===== config.mk =====
export PLATFORM = sky130hd
export DESIGN_NAME = jtframe_ddram_arb_flat
export DESIGN_NICKNAME = d
export VERILOG_FILES = /design/src/rtl/jtframe_ddram_pkg.sv /design/src/rtl/jtframe_ddram_arb_if.sv /design/src/rtl/jtframe_rr_arb2.sv /design/src/rtl/jtframe_ddram_arb.sv /design/src/flat_wrapper.sv
export SDC_FILE = /design/constraint.sdc
export NUM_CORES = 1
export LEC_CHECK = 0
export ABC_AREA = 1
export BUFFER_PORTS_ARGS = -buffer_cell sky130_fd_sc_hd__buf_4
export CAP_MARGIN = 30
export CORE_AREA = 2 2 181 183
export CTS_CLUSTER_DIAMETER = 50
export DETAILED_ROUTE_END_ITERATION = 10
export DIE_AREA = 0 0 183 185
export HOLD_SLACK_MARGIN = 0.1
export SYNTH_ARGS = -nofsm -noshare
export SYNTH_HDL_FRONTEND = slang
export SYNTH_SLANG_ARGS = --single-unit
export TNS_END_PERCENT = 100

===== constraint.sdc =====
create_clock -name clk -period 3.8 [get_ports clk]
set_input_delay 0.57 -clock clk [delete_from_list [all_inputs] [get_ports clk]]
set_output_delay 0.57 -clock clk [all_outputs]
set_load 0.02 [all_outputs]

===== src/rtl/jtframe_ddram_pkg.sv =====
// Shared definitions for the DDRAM arbiter slice.
//   - FSM state encoding of the burst sequencer
//   - requester indices (loader = ROM download reader, client = R/W user)
//   - DDRAM bus width constants
package jtframe_ddram_pkg;

  typedef enum logic [2:0] {
    ST_IDLE    = 3'd0,
    ST_RD_CMD  = 3'd1,
    ST_RD_DATA = 3'd2,
    ST_WR      = 3'd3,
    ST_DONE    = 3'd4
  } state_t;

  localparam logic REQ_LOADER = 1'b0;
  localparam logic REQ_CLIENT = 1'b1;

  localparam int DDR_DW  = 64;
  localparam int DDR_BEW = 8;
  localparam int DDR_AW  = 29;
  localparam int DDR_BCW = 8;

endpackage


===== src/rtl/jtframe_ddram_arb_if.sv =====
// Bundle of every bus signal around jtframe_ddram_arb: both requester
// ports plus the DDRAM Avalon side.
//   slave  : arbiter view (requests and DDR responses in, grants/commands out)
//   master : environment view (requesters and DDR controller)
interface jtframe_ddram_arb_if #(
  parameter int AW  = jtframe_ddram_pkg::DDR_AW,
  parameter int BCW = jtframe_ddram_pkg::DDR_BCW
);
  import jtframe_ddram_pkg::*;

  // requester 0: read-only loader
  logic                r0_req;
  logic [AW-1:0]       r0_addr;
  logic [BCW-1:0]      r0_burstcnt;
  logic                r0_gnt;
  logic [DDR_DW-1:0]   r0_dout;
  logic                r0_dout_ready;
  logic                r0_done;
  // requester 1: read/write client
  logic                r1_req;
  logic [AW-1:0]       r1_addr;
  logic [BCW-1:0]      r1_burstcnt;
  logic                r1_we;
  logic [DDR_DW-1:0]   r1_din;
  logic [DDR_BEW-1:0]  r1_be;
  logic                r1_gnt;
  logic [DDR_DW-1:0]   r1_dout;
  logic                r1_dout_ready;
  logic                r1_done;
  logic                r1_din_rd;
  // DDRAM Avalon port
  logic                ddram_busy;
  logic [AW-1:0]       ddram_addr;
  logic [BCW-1:0]      ddram_burstcnt;
  logic                ddram_rd;
  logic                ddram_we;
  logic [DDR_DW-1:0]   ddram_din;
  logic [DDR_BEW-1:0]  ddram_be;
  logic [DDR_DW-1:0]   ddram_dout;
  logic                ddram_dout_ready;

  modport slave (
    input  r0_req, r0_addr, r0_burstcnt,
    input  r1_req, r1_addr, r1_burstcnt, r1_we, r1_din, r1_be,
    input  ddram_busy, ddram_dout, ddram_dout_ready,
    output r0_gnt, r0_dout, r0_dout_ready, r0_done,
    output r1_gnt, r1_dout, r1_dout_ready, r1_done, r1_din_rd,
    output ddram_addr, ddram_burstcnt, ddram_rd, ddram_we, ddram_din, ddram_be
  );

  modport master (
    output r0_req, r0_addr, r0_burstcnt,
    output r1_req, r1_addr, r1_burstcnt, r1_we, r1_din, r1_be,
    output ddram_busy, ddram_dout, ddram_dout_ready,
    input  r0_gnt, r0_dout, r0_dout_ready, r0_done,
    input  r1_gnt, r1_dout, r1_dout_ready, r1_done, r1_din_rd,
    input  ddram_addr, ddram_burstcnt, ddram_rd, ddram_we, ddram_din, ddram_be
  );

endinterface


===== src/rtl/jtframe_rr_arb2.sv =====
// Two-way round-robin picker.
//   i_req     : request vector {req1, req0}
//   i_upd     : strobe, the requester i_upd_idx has just been served
//   i_upd_idx : index recorded as last served
//   o_any     : at least one request pending
//   o_sel     : winning index (valid when o_any)
// After reset the last-served flag is 1, so requester 0 wins the first tie.
module jtframe_rr_arb2 (
  input  logic       clk,
  input  logic       rst_n,
  input  logic [1:0] i_req,
  input  logic       i_upd,
  input  logic       i_upd_idx,
  output logic       o_any,
  output logic       o_sel
);

  logic r_last;

  always_ff @(posedge clk or negedge rst_n) begin
    if (!rst_n)     r_last <= 1'b1;
    else if (i_upd) r_last <= i_upd_idx;
  end

  always_comb begin
    o_any = |i_req;
    if (&i_req) o_sel = ~r_last;   // tie: whoever was not served last
    else        o_sel = i_req[1];
  end

endmodule


===== src/rtl/jtframe_ddram_arb.sv =====
// Arbiter and burst sequencer sharing the MiSTer DDRAM Avalon port between
// the ROM loader (requester 0, reads) and a R/W client (requester 1).
// Ports:
//   clk, rst_n : system clock, async active-low reset
//   bus        : jtframe_ddram_arb_if.slave, requester ports + DDRAM port
// Flow: IDLE -> (grant) -> RD_CMD -> RD_DATA -> DONE -> IDLE
//                       -> WR ------------------> DONE
//                       -> DONE (zero-length burst)
module jtframe_ddram_arb
  import jtframe_ddram_pkg::*;
#(
  parameter int AW  = DDR_AW,
  parameter int BCW = DDR_BCW
) (
  input logic                clk,
  input logic                rst_n,
  jtframe_ddram_arb_if.slave bus
);

  state_t         r_state, w_next;
  logic           r_owner;
  logic [AW-1:0]  r_addr;
  logic [BCW-1:0] r_bcnt;
  logic [BCW-1:0] r_cnt;
  logic [1:0]     r_gnt;

  logic           w_any, w_sel, w_sel_we;
  logic [AW-1:0]  w_sel_addr;
  logic [BCW-1:0] w_sel_bc;
  logic [BCW-1:0] w_cnt_nx;
  logic           w_beat, w_last;

  jtframe_rr_arb2 u_rr (
    .clk       (clk),
    .rst_n     (rst_n),
    .i_req     ({bus.r1_req, bus.r0_req}),
    .i_upd     (r_state == ST_DONE),
    .i_upd_idx (r_owner),
    .o_any     (w_any),
    .o_sel     (w_sel)
  );

  // loader never writes, so only the client's we matters
  assign w_sel_addr = w_sel ? bus.r1_addr     : bus.r0_addr;
  assign w_sel_bc   = w_sel ? bus.r1_burstcnt : bus.r0_burstcnt;
  assign w_sel_we   = w_sel & bus.r1_we;

  // beat accepted this cycle; stray dout_ready outside RD_DATA is dropped
  always_comb begin
    w_beat = 1'b0;
    case (r_state)
      ST_RD_DATA: w_beat = bus.ddram_dout_ready;
      ST_WR:      w_beat = !bus.ddram_busy;
      default:    w_beat = 1'b0;
    endcase
  end

  assign w_cnt_nx = r_cnt + 1'b1;
  assign w_last   = w_beat && (w_cnt_nx == r_bcnt);

  // state register
  always_ff @(posedge clk or negedge rst_n) begin
    if (!rst_n) r_state <= ST_IDLE;
    else        r_state <= w_next;
  end

  // next state
  always_comb begin
    w_next = r_state;
    case (r_state)
      ST_IDLE: begin
        if (w_any) begin
          if (w_sel_bc == '0) w_next = ST_DONE;
          else if (w_sel_we)  w_next = ST_WR;
          else                w_next = ST_RD_CMD;
        end
      end
      ST_RD_CMD:  if (!bus.ddram_busy) w_next = ST_RD_DATA;
      ST_RD_DATA: if (w_last) w_next = ST_DONE;
      ST_WR:      if (w_last) w_next = ST_DONE;
      ST_DONE:    w_next = ST_IDLE;
      default:    w_next = ST_IDLE;
    endcase
  end

  // command registers, beat counter and grant pulse
  always_ff @(posedge clk or negedge rst_n) begin
    if (!rst_n) begin
      r_owner <= REQ_LOADER;
      r_addr  <= '0;
      r_bcnt  <= '0;
      r_cnt   <= '0;
      r_gnt   <= '0;
    end else begin
      r_gnt <= '0;
      if (r_state == ST_IDLE && w_any) begin
        r_owner <= w_sel;
        r_addr  <= w_sel_addr;
        r_bcnt  <= w_sel_bc;
        r_cnt   <= '0;
        r_gnt   <= w_sel ? 2'b10 : 2'b01;
      end else if (r_state == ST_RD_CMD) begin
        r_cnt <= '0;
      end else if (w_beat) begin
        r_cnt <= w_cnt_nx;
      end
    end
  end

  // outputs: strobes decode from state, so reset forces them low at once
  always_comb begin
    bus.ddram_rd      = (r_state == ST_RD_CMD);
    bus.ddram_we      = (r_state == ST_WR);
    bus.r0_done       = (r_state == ST_DONE) && (r_owner == REQ_LOADER);
    bus.r1_done       = (r_state == ST_DONE) && (r_owner == REQ_CLIENT);
    bus.r0_dout_ready = (r_state == ST_RD_DATA) && (r_owner == REQ_LOADER) && bus.ddram_dout_ready;
    bus.r1_dout_ready = (r_state == ST_RD_DATA) && (r_owner == REQ_CLIENT) && bus.ddram_dout_ready;
    bus.r1_din_rd     = (r_state == ST_WR) && !bus.ddram_busy;
  end

  assign bus.r0_gnt         = r_gnt[0];
  assign bus.r1_gnt         = r_gnt[1];
  assign bus.ddram_addr     = r_addr;
  assign bus.ddram_burstcnt = r_bcnt;
  assign bus.ddram_din      = bus.r1_din;
  assign bus.ddram_be       = bus.r1_be;
  assign bus.r0_dout        = bus.ddram_dout;
  assign bus.r1_dout        = bus.ddram_dout;

endmodule

===== src/flat_wrapper.sv =====
// flat-port wrapper written by rule: the top's interface ports become plain ports
module jtframe_ddram_arb_flat import jtframe_ddram_pkg::*;
#(
  parameter int AW  = DDR_AW,
  parameter int BCW = DDR_BCW
)
  (clk, rst_n, bus_r0_req, bus_r0_addr, bus_r0_burstcnt, bus_r1_req, bus_r1_addr, bus_r1_burstcnt, bus_r1_we, bus_r1_din, bus_r1_be, bus_ddram_busy, bus_ddram_dout, bus_ddram_dout_ready, bus_r0_gnt, bus_r0_dout, bus_r0_dout_ready, bus_r0_done, bus_r1_gnt, bus_r1_dout, bus_r1_dout_ready, bus_r1_done, bus_r1_din_rd, bus_ddram_addr, bus_ddram_burstcnt, bus_ddram_rd, bus_ddram_we, bus_ddram_din, bus_ddram_be);
  jtframe_ddram_arb_if #(.AW(AW), .BCW(BCW)) bus_i ();
  input logic clk;
  input logic rst_n;
  input wire logic [$bits(bus_i.r0_req)-1:0] bus_r0_req;
  input wire logic [$bits(bus_i.r0_addr)-1:0] bus_r0_addr;
  input wire logic [$bits(bus_i.r0_burstcnt)-1:0] bus_r0_burstcnt;
  input wire logic [$bits(bus_i.r1_req)-1:0] bus_r1_req;
  input wire logic [$bits(bus_i.r1_addr)-1:0] bus_r1_addr;
  input wire logic [$bits(bus_i.r1_burstcnt)-1:0] bus_r1_burstcnt;
  input wire logic [$bits(bus_i.r1_we)-1:0] bus_r1_we;
  input wire logic [$bits(bus_i.r1_din)-1:0] bus_r1_din;
  input wire logic [$bits(bus_i.r1_be)-1:0] bus_r1_be;
  input wire logic [$bits(bus_i.ddram_busy)-1:0] bus_ddram_busy;
  input wire logic [$bits(bus_i.ddram_dout)-1:0] bus_ddram_dout;
  input wire logic [$bits(bus_i.ddram_dout_ready)-1:0] bus_ddram_dout_ready;
  output wire logic [$bits(bus_i.r0_gnt)-1:0] bus_r0_gnt;
  output wire logic [$bits(bus_i.r0_dout)-1:0] bus_r0_dout;
  output wire logic [$bits(bus_i.r0_dout_ready)-1:0] bus_r0_dout_ready;
  output wire logic [$bits(bus_i.r0_done)-1:0] bus_r0_done;
  output wire logic [$bits(bus_i.r1_gnt)-1:0] bus_r1_gnt;
  output wire logic [$bits(bus_i.r1_dout)-1:0] bus_r1_dout;
  output wire logic [$bits(bus_i.r1_dout_ready)-1:0] bus_r1_dout_ready;
  output wire logic [$bits(bus_i.r1_done)-1:0] bus_r1_done;
  output wire logic [$bits(bus_i.r1_din_rd)-1:0] bus_r1_din_rd;
  output wire logic [$bits(bus_i.ddram_addr)-1:0] bus_ddram_addr;
  output wire logic [$bits(bus_i.ddram_burstcnt)-1:0] bus_ddram_burstcnt;
  output wire logic [$bits(bus_i.ddram_rd)-1:0] bus_ddram_rd;
  output wire logic [$bits(bus_i.ddram_we)-1:0] bus_ddram_we;
  output wire logic [$bits(bus_i.ddram_din)-1:0] bus_ddram_din;
  output wire logic [$bits(bus_i.ddram_be)-1:0] bus_ddram_be;
  assign bus_i.r0_req = bus_r0_req;
  assign bus_i.r0_addr = bus_r0_addr;
  assign bus_i.r0_burstcnt = bus_r0_burstcnt;
  assign bus_i.r1_req = bus_r1_req;
  assign bus_i.r1_addr = bus_r1_addr;
  assign bus_i.r1_burstcnt = bus_r1_burstcnt;
  assign bus_i.r1_we = bus_r1_we;
  assign bus_i.r1_din = bus_r1_din;
  assign bus_i.r1_be = bus_r1_be;
  assign bus_i.ddram_busy = bus_ddram_busy;
  assign bus_i.ddram_dout = bus_ddram_dout;
  assign bus_i.ddram_dout_ready = bus_ddram_dout_ready;
  assign bus_r0_gnt = bus_i.r0_gnt;
  assign bus_r0_dout = bus_i.r0_dout;
  assign bus_r0_dout_ready = bus_i.r0_dout_ready;
  assign bus_r0_done = bus_i.r0_done;
  assign bus_r1_gnt = bus_i.r1_gnt;
  assign bus_r1_dout = bus_i.r1_dout;
  assign bus_r1_dout_ready = bus_i.r1_dout_ready;
  assign bus_r1_done = bus_i.r1_done;
  assign bus_r1_din_rd = bus_i.r1_din_rd;
  assign bus_ddram_addr = bus_i.ddram_addr;
  assign bus_ddram_burstcnt = bus_i.ddram_burstcnt;
  assign bus_ddram_rd = bus_i.ddram_rd;
  assign bus_ddram_we = bus_i.ddram_we;
  assign bus_ddram_din = bus_i.ddram_din;
  assign bus_ddram_be = bus_i.ddram_be;
  jtframe_ddram_arb #(.AW(AW), .BCW(BCW)) u_core (.clk(clk), .rst_n(rst_n), .bus(bus_i));
endmodule

==> results of run 1 <==
layer usage:
layer  vias to the layer above  global-route usage, %  wire length (um)
met1                      1283                   7.05              4270
met4                         0                   7.20              1210
met5                         -                      0                 0
met2                       193                   12.5              6100
met3                       120                   3.05              1450
li1                       1393                      -                 -
power by group:
group,switching [W],total (W),internal (W)
registers,0.000179,0.000968,0.000788
clock network,0.000227,0.000473,0.000246
logic,0.000882,0.00144,0.000557
stage by stage:
stage / hold WS [ns] / setup WS, ns / cells / total power (W) / cell area, sq um
detailed placement: 0.487 / 1.60 / 888 / 0.00246 / 4070
CTS: 0.343 / 1.66 / 896 / 0.00296 / 4220
global placement: 0.484 / 1.63 / 888 / 0.00244 / 4070
floorplan: 0.274 / 2.17 / 564 / 0.00209 / 4150
finish: 0.306 / 1.74 / 898 / 0.00288 / 4230
global route: 0.355 / 1.44 / 896 / 0.00312 / 4220
worst min path at each step:
| stage | startpoint | end | slack [ns] | depth (start not counted) |
|---|---|---|---|---|
| 6_report | rst_n | u_core.bus.ddram_addr[26] | 0.31 | 1 |
| 5_1_grt | rst_n | u_core.bus.ddram_addr[26] | 0.35 | 1 |
| 2_1_floorplan | rst_n | u_core.bus.ddram_addr[0] | 0.27 | 0 |
| 3_5_place_dp | u_core.bus.ddram_addr[19] | u_core.bus.ddram_addr[19] | 0.49 | 2 |
| 3_3_place_gp | u_core.u_rr.r_last | u_core.u_rr.r_last | 0.48 | 2 |
| 4_1_cts | rst_n | u_core.bus.ddram_addr[13] | 0.34 | 1 |
state kept, by name, summed over array words and instances, names as in the netlist:
signal	cells
u_core.bus.ddram_burstcnt	8
u_core.r_owner	1
u_core.r_state	3
u_core.r_cnt	8
u_core.r_gnt	2
u_core.bus.ddram_addr	29
u_core.u_rr.r_last	1
logic make-up after synthesis:
| group | after synthesis | synth area share [%] |
|---|---|---|
| buffers and inverters | 246 | 40.7 |
| AND/OR/NAND/NOR | 235 | 23.8 |
| flip-flops | 52 | 31.4 |
| AO/OA/AOI/OAI | 30 | 3.83 |
| adder cells (fa/ha/maj) | 1 | 0.301 |
final cells by class:
cell class | instances | area (sq um) | area share (%)
clock inverters | 3 | 23.8 | 0.562
clock buffers | 5 | 125 | 2.96
well taps | 408 | 510 | 12.1
diodes | 2 | 5.00 | 0.118
repair buffers | 128 | 961 | 22.7
flip-flops and latches | 52 | 1300 | 30.8
inverters | 34 | 128 | 3.02
multi-input cells | 266 | 1170 | 27.7
critical path, cell delays in order, from the launching register on:
cell     delay, ns
dfrtp_1       0.41
nor2_1        0.16
nand2_1       0.12
inv_1         0.10
nand2_2       0.26
nor2_4        0.68
nand2_1       0.12
nand3_1       0.12
cells in the final DEF, fill, tap and decap left out, types with 2 or more instances in the layout:
master / Yosys / layout
inv_1: 33 / 33
o21ai_1: 6 / 6
buf_4: 201 / 128
o21ai_0: 15 / 15
nor2_1: 18 / 16
nand3b_1: 6 / 6
diode_2: 0 / 2
nand2_2: 6 / 7
clkbuf_16: 0 / 5
o22ai_1: 7 / 7
a21oi_1: 2 / 2
clkinvlp_4: 0 / 2
dfrtp_1: 51 / 51
nor2_2: 1 / 2
nand2_1: 158 / 157
nand3_1: 42 / 42
nor2_4: 1 / 2
==> metrics.txt, run 1 <==
Die Y 185 um; Worst R2R Start u_core.r_state[1]; number of port buffers 126; initial antenna violation count 2; root buf cell clkbuf_16; sequential fraction of the synthesis area 31.4%; post-cts resize count 0; Synth top area share 36.3%; YS warnings 0; RR Endpoint u_core.bus.ddram_addr[4]; data required time of the worst path 4.04 ns; post-route DRC violation count 0; DRT Pass-1 Iters 5; Post-synth EDFFs 0; htree depth 2; worst r2r path cells 7; Max Cap Violations 0; Commonest cells post-synth buf_4, nand2_1, dfrtp_1; Hold Fails Final Rpt 0; pin count of the biggest net entering global routing 53; Syn Inst Count 564; vias in the first global route 3,089; leakage 2.03 nW; post-CTS setup buffers 0; status finished clean; worst clock skew 0.00476 ns; RSZ-0062 raised after global routing false; IO Pins 463; Worst VDD drop 221 uV; setup tns final 0 ns; All-Layer GR Usage 7.51%; global route overflow 0; area leader, netlist buf_4; nets 705; Avg Cell Area, Syn 7.36 sq um; first-pass GRT wire length 18,700 um; synth unique cells 22; starting density of the core 13.0%; flop2flop setup slack 1.74 ns; Slew HR 47.5%; TritonCTS Buffers 5; crit path time final 2.06 ns; Final Cycle Share 54.3%; Clock Latency Late Sink 0.30 ns; Clock transition at path regs 0.07 ns; ys async rst share 100%; CP endpoint kind register; Vias/cell 3.33; #FFs+latches synth 52; P&R area growth vs syn 1.81%; gp weighted congestion 0.743; # rows 66; Fillers 3,711; Mapped Area 4150 sq um; layout cells sized above 1 30.7%; Critical Path Fanout Max 31; DP Wirelength 10,400 um; routed vias 2,989; Main synth FF type dfrtp_1; DR iter-0 viols 193; Peak Freq 485 MHz; CP startpoint u_core.r_state[1]; die area 33,900 sq um; Setup crit start kind register; CP arrival 2.30 ns; Pwr per Cell Area 681 nW/um^2; worst min path class input port to asynchronous set/reset pin; WL final 13,000 um; Routed Antenna Nets 0; Worst Tran Pin Value 0.786 ns; final setup fails 0; cts hold-fix bufs 0; critical path class register to register; Max Slew Vio Count 0; syn_nets 782; CTS tree built; Clock Tree Buf Depth 2; synth top area cells buf_4, dfrtp_1, nand2_1; capture point of the critical path u_core.bus.ddram_addr[4]; core area 32,000 sq um; Die X 183 um; most frequent cell after synthesis buf_4; clock sinks 52; fin util 13.2%; wire per inst 14.5 um
No activity file was read; power rests on OpenSTA's default activity.
==> run 2: changes to the inputs <==
Clock period 3.8 ns to 1.74 ns, I/O delays scaled along.
==> metrics.txt, run 2 (synthesis gave the netlist of run 1 again) <==
Final Cycle Share 97.4%; CP arrival 1.91 ns; Max Cap Violations 0; flop2flop setup slack 0.05 ns; post-route DRC violation count 0; critical path class register to register; Worst VDD drop 498 uV; Worst Tran Pin Value 0.352 ns; nets 726; Die X 183 um; Routed Antenna Nets 0; Power Internal 0.00373 W; Clock transition at path regs 0.09 ns; clock sinks 52; final setup fails 0; Pwr per Cell Area 1490 nW/um^2; WL final 13,700 um; starting density of the core 13.0%; CP endpoint kind register; # rows 66; DR iter-0 viols 119; wire per inst 14.9 um; Fillers 3,691; Design Power 0.00670 W; worst min path class input port to register; IO Pins 463; tightest hold margin 0.147 ns; CTS tree built; crit path time final 1.69 ns; commonest non-fill, non-tap cell in the layout nand2_1; status finished clean; routed vias 3,182; layout cells sized above 1 36.9%; Max Slew Vio Count 0; switching portion of total power 44.3%; Clk pwr share 16.4%; htree depth 2; number of port buffers 126; initial antenna violation count 2; Peak Freq 590 MHz; leakage 2.16 nW; pin count of the biggest net entering global routing 35; Vias/cell 3.47; Hold Fails Final Rpt 0; P&R area growth vs syn 8.29%; All-Layer GR Usage 7.75%; fin util 14.0%; gp weighted congestion 0.772; Seq pwr share 31.7%; Critical Path Fanout Max 5; Die Y 185 um; global route overflow 0; core area 32,000 sq um; DRT Pass-1 Iters 4; root buf cell clkbuf_16; max reg flops 29; worst clock skew 0.0129 ns; Setup crit start kind register; vias in the first global route 3,017; data required time of the worst path 1.96 ns; RSZ-0062 raised after global routing true; DP Wirelength 10,900 um; combinational group share of total power 51.9%; die area 33,900 sq um; Clock Latency Late Sink 0.31 ns; most frequent cells in the layout nand2_1, buf_4, dfrtp_1, nand3_1, inv_1; TritonCTS Buffers 5; hold depth 3; Psw 0.00297 W; setup tns final 0 ns; Slew HR 76.4%; worst r2r path cells 14; Clock Tree Buf Depth 2; first-pass GRT wire length 18,800 um
[run 2: repair_timing]
action,CTS,global route
hold buffers,1,0
gates resized for setup,2,22
endpoints found under the hold margin,18,0
endpoints found under the setup margin,4,6
cloned,0,1
pin swaps,0,12
setup buffers,0,3
[run 2: worst max-delay path, cell delays in order, from the launching register on]
cell     delay (ns)
dfrtp_1        0.42
buf_6          0.13
nand2_1        0.08
nor2_4         0.19
nand2_2        0.08
nand2_2        0.07
nand2_1        0.05
nand2_1        0.08
nand3_2        0.08
nor2_2         0.10
nand2_1        0.06
nand2_2        0.10
nand2_2        0.06
nand2_1        0.05
nand2_1        0.04
[run 2: cell type report]
type                    count  area [sq um]  share of cell area (%)
clock inverters             3          27.5                   0.612
diodes                      1          2.50                  0.0556
repair buffers            148          1150                    25.7
well taps                 408           510                    11.4
multi-input cells         267          1250                    27.7
inverters                  34           128                    2.84
flip-flops and latches     52          1300                    29.0
clock buffers               5           125                    2.78
[run 2: power groups by stage]
stage               Clock [W]  Combinational (W)  Sequential [W]
floorplan                   0            0.00201         0.00255
global placement            0            0.00345         0.00213
detailed placement          0            0.00350         0.00211
CTS                   0.00116            0.00349         0.00212
global route          0.00119            0.00385         0.00219
finish                0.00110            0.00348         0.00212
[run 2: layer usage]
layer	wire length (um)	GRT usage, %
met1	4500	7.14
met2	6560	13.1
met3	1470	3.30
met4	1150	7.10
met5	9	0
[run 2: final timing paths]
check,startpoint,end
setup / recovery,u_core.r_cnt[1],u_core.r_state[0]
hold / removal,bus_r1_addr[0],u_core.bus.ddram_addr[0]
setup reg to reg,u_core.r_cnt[1],u_core.r_state[0]
hold reg to reg,u_core.bus.ddram_addr[23],u_core.bus.ddram_addr[23]
max in group asynchronous,rst_n,u_core.u_rr.r_last
min in group asynchronous,rst_n,u_core.bus.ddram_addr[13]
[run 2: per-stage QoR]
step,cell area (sq um),std cells,setup slack [ns]
6_report,4500,918,0.0451
2_1_floorplan,4150,564,0.111
5_1_grt,4490,917,-0.0938
3_5_place_dp,4230,904,-0.000716
4_1_cts,4400,913,0.0219
3_3_place_gp,4230,904,0.0489
==> run 3: changes to the inputs <==
Settings changed: CTS_BUF_LIST from default to sky130_fd_sc_hd__clkbuf_2.
Clock period 1.74 ns to 1.9 ns, I/O delays scaled along.
==> metrics.txt, run 3 (synthesis gave the netlist of run 1 again) <==
status finished clean; fin util 16.1%; worst clock skew 0.0572 ns; Clock Tree Buf Depth 2; Setup crit start kind register; data required time of the worst path 1.62 ns; CP endpoint kind output pin; starting density of the core 13.0%; global route overflow 0; WL final 14,200 um; pin count of the biggest net entering global routing 53; Hold Fails Final Rpt 0; CP most frequent cell buf_6; Critical Path Fanout Max 4; most frequent cells in the layout nand2_1, buf_4, dlygate4sd3_1, dfrtp_1, nand3_1; routed vias 3,460; core area 32,000 sq um; nets 797; Slew HR 52.2%; DR iter-0 viols 133; crit path cell chain buf_6 -> nor3_4 -> buf_6; All-Layer GR Usage 8.11%; htree depth 2; Max Cap Violations 0; initial antenna violation count 1; Pwr per Cell Area 1150 nW/um^2; post-route DRC violation count 0; layout cells sized above 1 31.9%; Post-Layout Cell Count 989; placed insts 896; DRT Pass-1 Iters 4; P&R area growth vs syn 24.4%; Worst Tran Pin Value 0.717 ns; Clock Latency Late Sink 0.54 ns; RSZ-0062 raised after global routing true; Final Cycle Share 97.9%; CTS tree built; Clock transition at path regs 0.33 ns; commonest non-fill, non-tap cell in the layout nand2_1; max reg flops 29; worst min path class input port to register; # rows 66; die area 33,900 sq um; wire per inst 14.4 um; critical path class register to output pin; final setup fails 0; TritonCTS Buffers 5; Die X 183 um; vias in the first global route 3,544; first-pass GRT wire length 20,200 um; IO Pins 463; Peak Freq 538 MHz; Routed Antenna Nets 0; crit path time final 1.86 ns; Slowest-stage cell, CP dfrtp_2; Worst VDD drop 436 uV; Die Y 185 um; CP arrival 1.57 ns; Vias/cell 3.50; Max Slew Vio Count 0; root buf cell clkbuf_2; crit-path max cell delay 0.53 ns; clock sinks 52; leakage 2.42 nW; number of port buffers 126; gp weighted congestion 0.753; DP Wirelength 10,700 um
## run 3: changes by cell type in the layout (fill, tap and decap cells not counted), moves of 4 or more
cell           delta
clkbuf_2          +5
o21ai_2           -6
nor2_4            +7
clkbuf_16         -5
nand2_2           -4
nor2_1            -5
buf_6             +8
dlygate4sd3_1    +75
buf_4            -10
## run 3: final timing paths
check | endpoint | cells past startpoint | slack, ns | from
worst min-delay path | u_core.r_state[2] | 6 | 0.21 | bus_ddram_busy
max in group asynchronous | u_core.r_state[0] | 2 | 1.12 | rst_n
min in group asynchronous | u_core.bus.ddram_addr[8] | 2 | 0.25 | rst_n
worst max-delay path | bus_ddram_rd | 3 | 0.04 | u_core.r_state[2]
worst max register to register | u_core.bus.ddram_burstcnt[7] | 6 | 0.15 | u_core.u_rr.r_last
worst min register to register | u_core.u_rr.r_last | 2 | 0.51 | u_core.u_rr.r_last
## run 3: worst max-delay path, delay by kind of cell, from the launching register on
kind	cells	cell delay [ns]
DFF	1	0.53
and+or+nand+nor	1	0.20
buffers and inverters	2	0.30
## run 3: what timing repair did
item / in CTS / in global routing
setup buffers: 8 / 3
endpoints found under the hold margin: 90 / 0
hold buffers: 76 / 0
pin swaps: 5 / 5
endpoints found under the setup margin: 7 / 18
gates resized for setup: 28 / 11
## run 3: final cells by class
class,count,area (sq um)
clock buffers,5,25.0
repair buffers,220,1900
flip-flops and latches,52,1310
inverters,34,128
clock inverters,3,26.3
diodes,1,2.50
multi-input cells,266,1270
well taps,408,510
fillers,3631,26900
## run 3: where the power goes
part	switching [W]	leakage [nW]	internal, W	total, W
sequential	0.000395	0.651	0.00157	0.00197
combinational	0.00195	1.74	0.00148	0.00342
clock	0.000442	0.0271	0.0000981	0.000540
total	0.00278	2.42	0.00315	0.00593
## run 3: layer usage
layer / track usage [%] / up-vias / wire length [um]
met3: 3.22 / 136 / 1540
met2: 14.0 / 211 / 6900
li1: - / 1575 / -
met4: 8.51 / 0 / 1390
met1: 6.92 / 1538 / 4420
met5: 0 / - / 0
## run 3: stage by stage
stage                     TNS (ns)  total power (W)  hold slack, ns  instance area [sq um]  setup slack, ns
after floorplan                  0          0.00418         -0.0106                   4150            0.271
after global placement           0          0.00503           0.398                   4160            0.178
after detailed placement         0          0.00505           0.401                   4160            0.128
after CTS                   -0.226          0.00598           0.120                   5100          -0.0562
after global routing        -0.625          0.00638           0.140                   5160           -0.125
final                            0          0.00593           0.212                   5160           0.0402
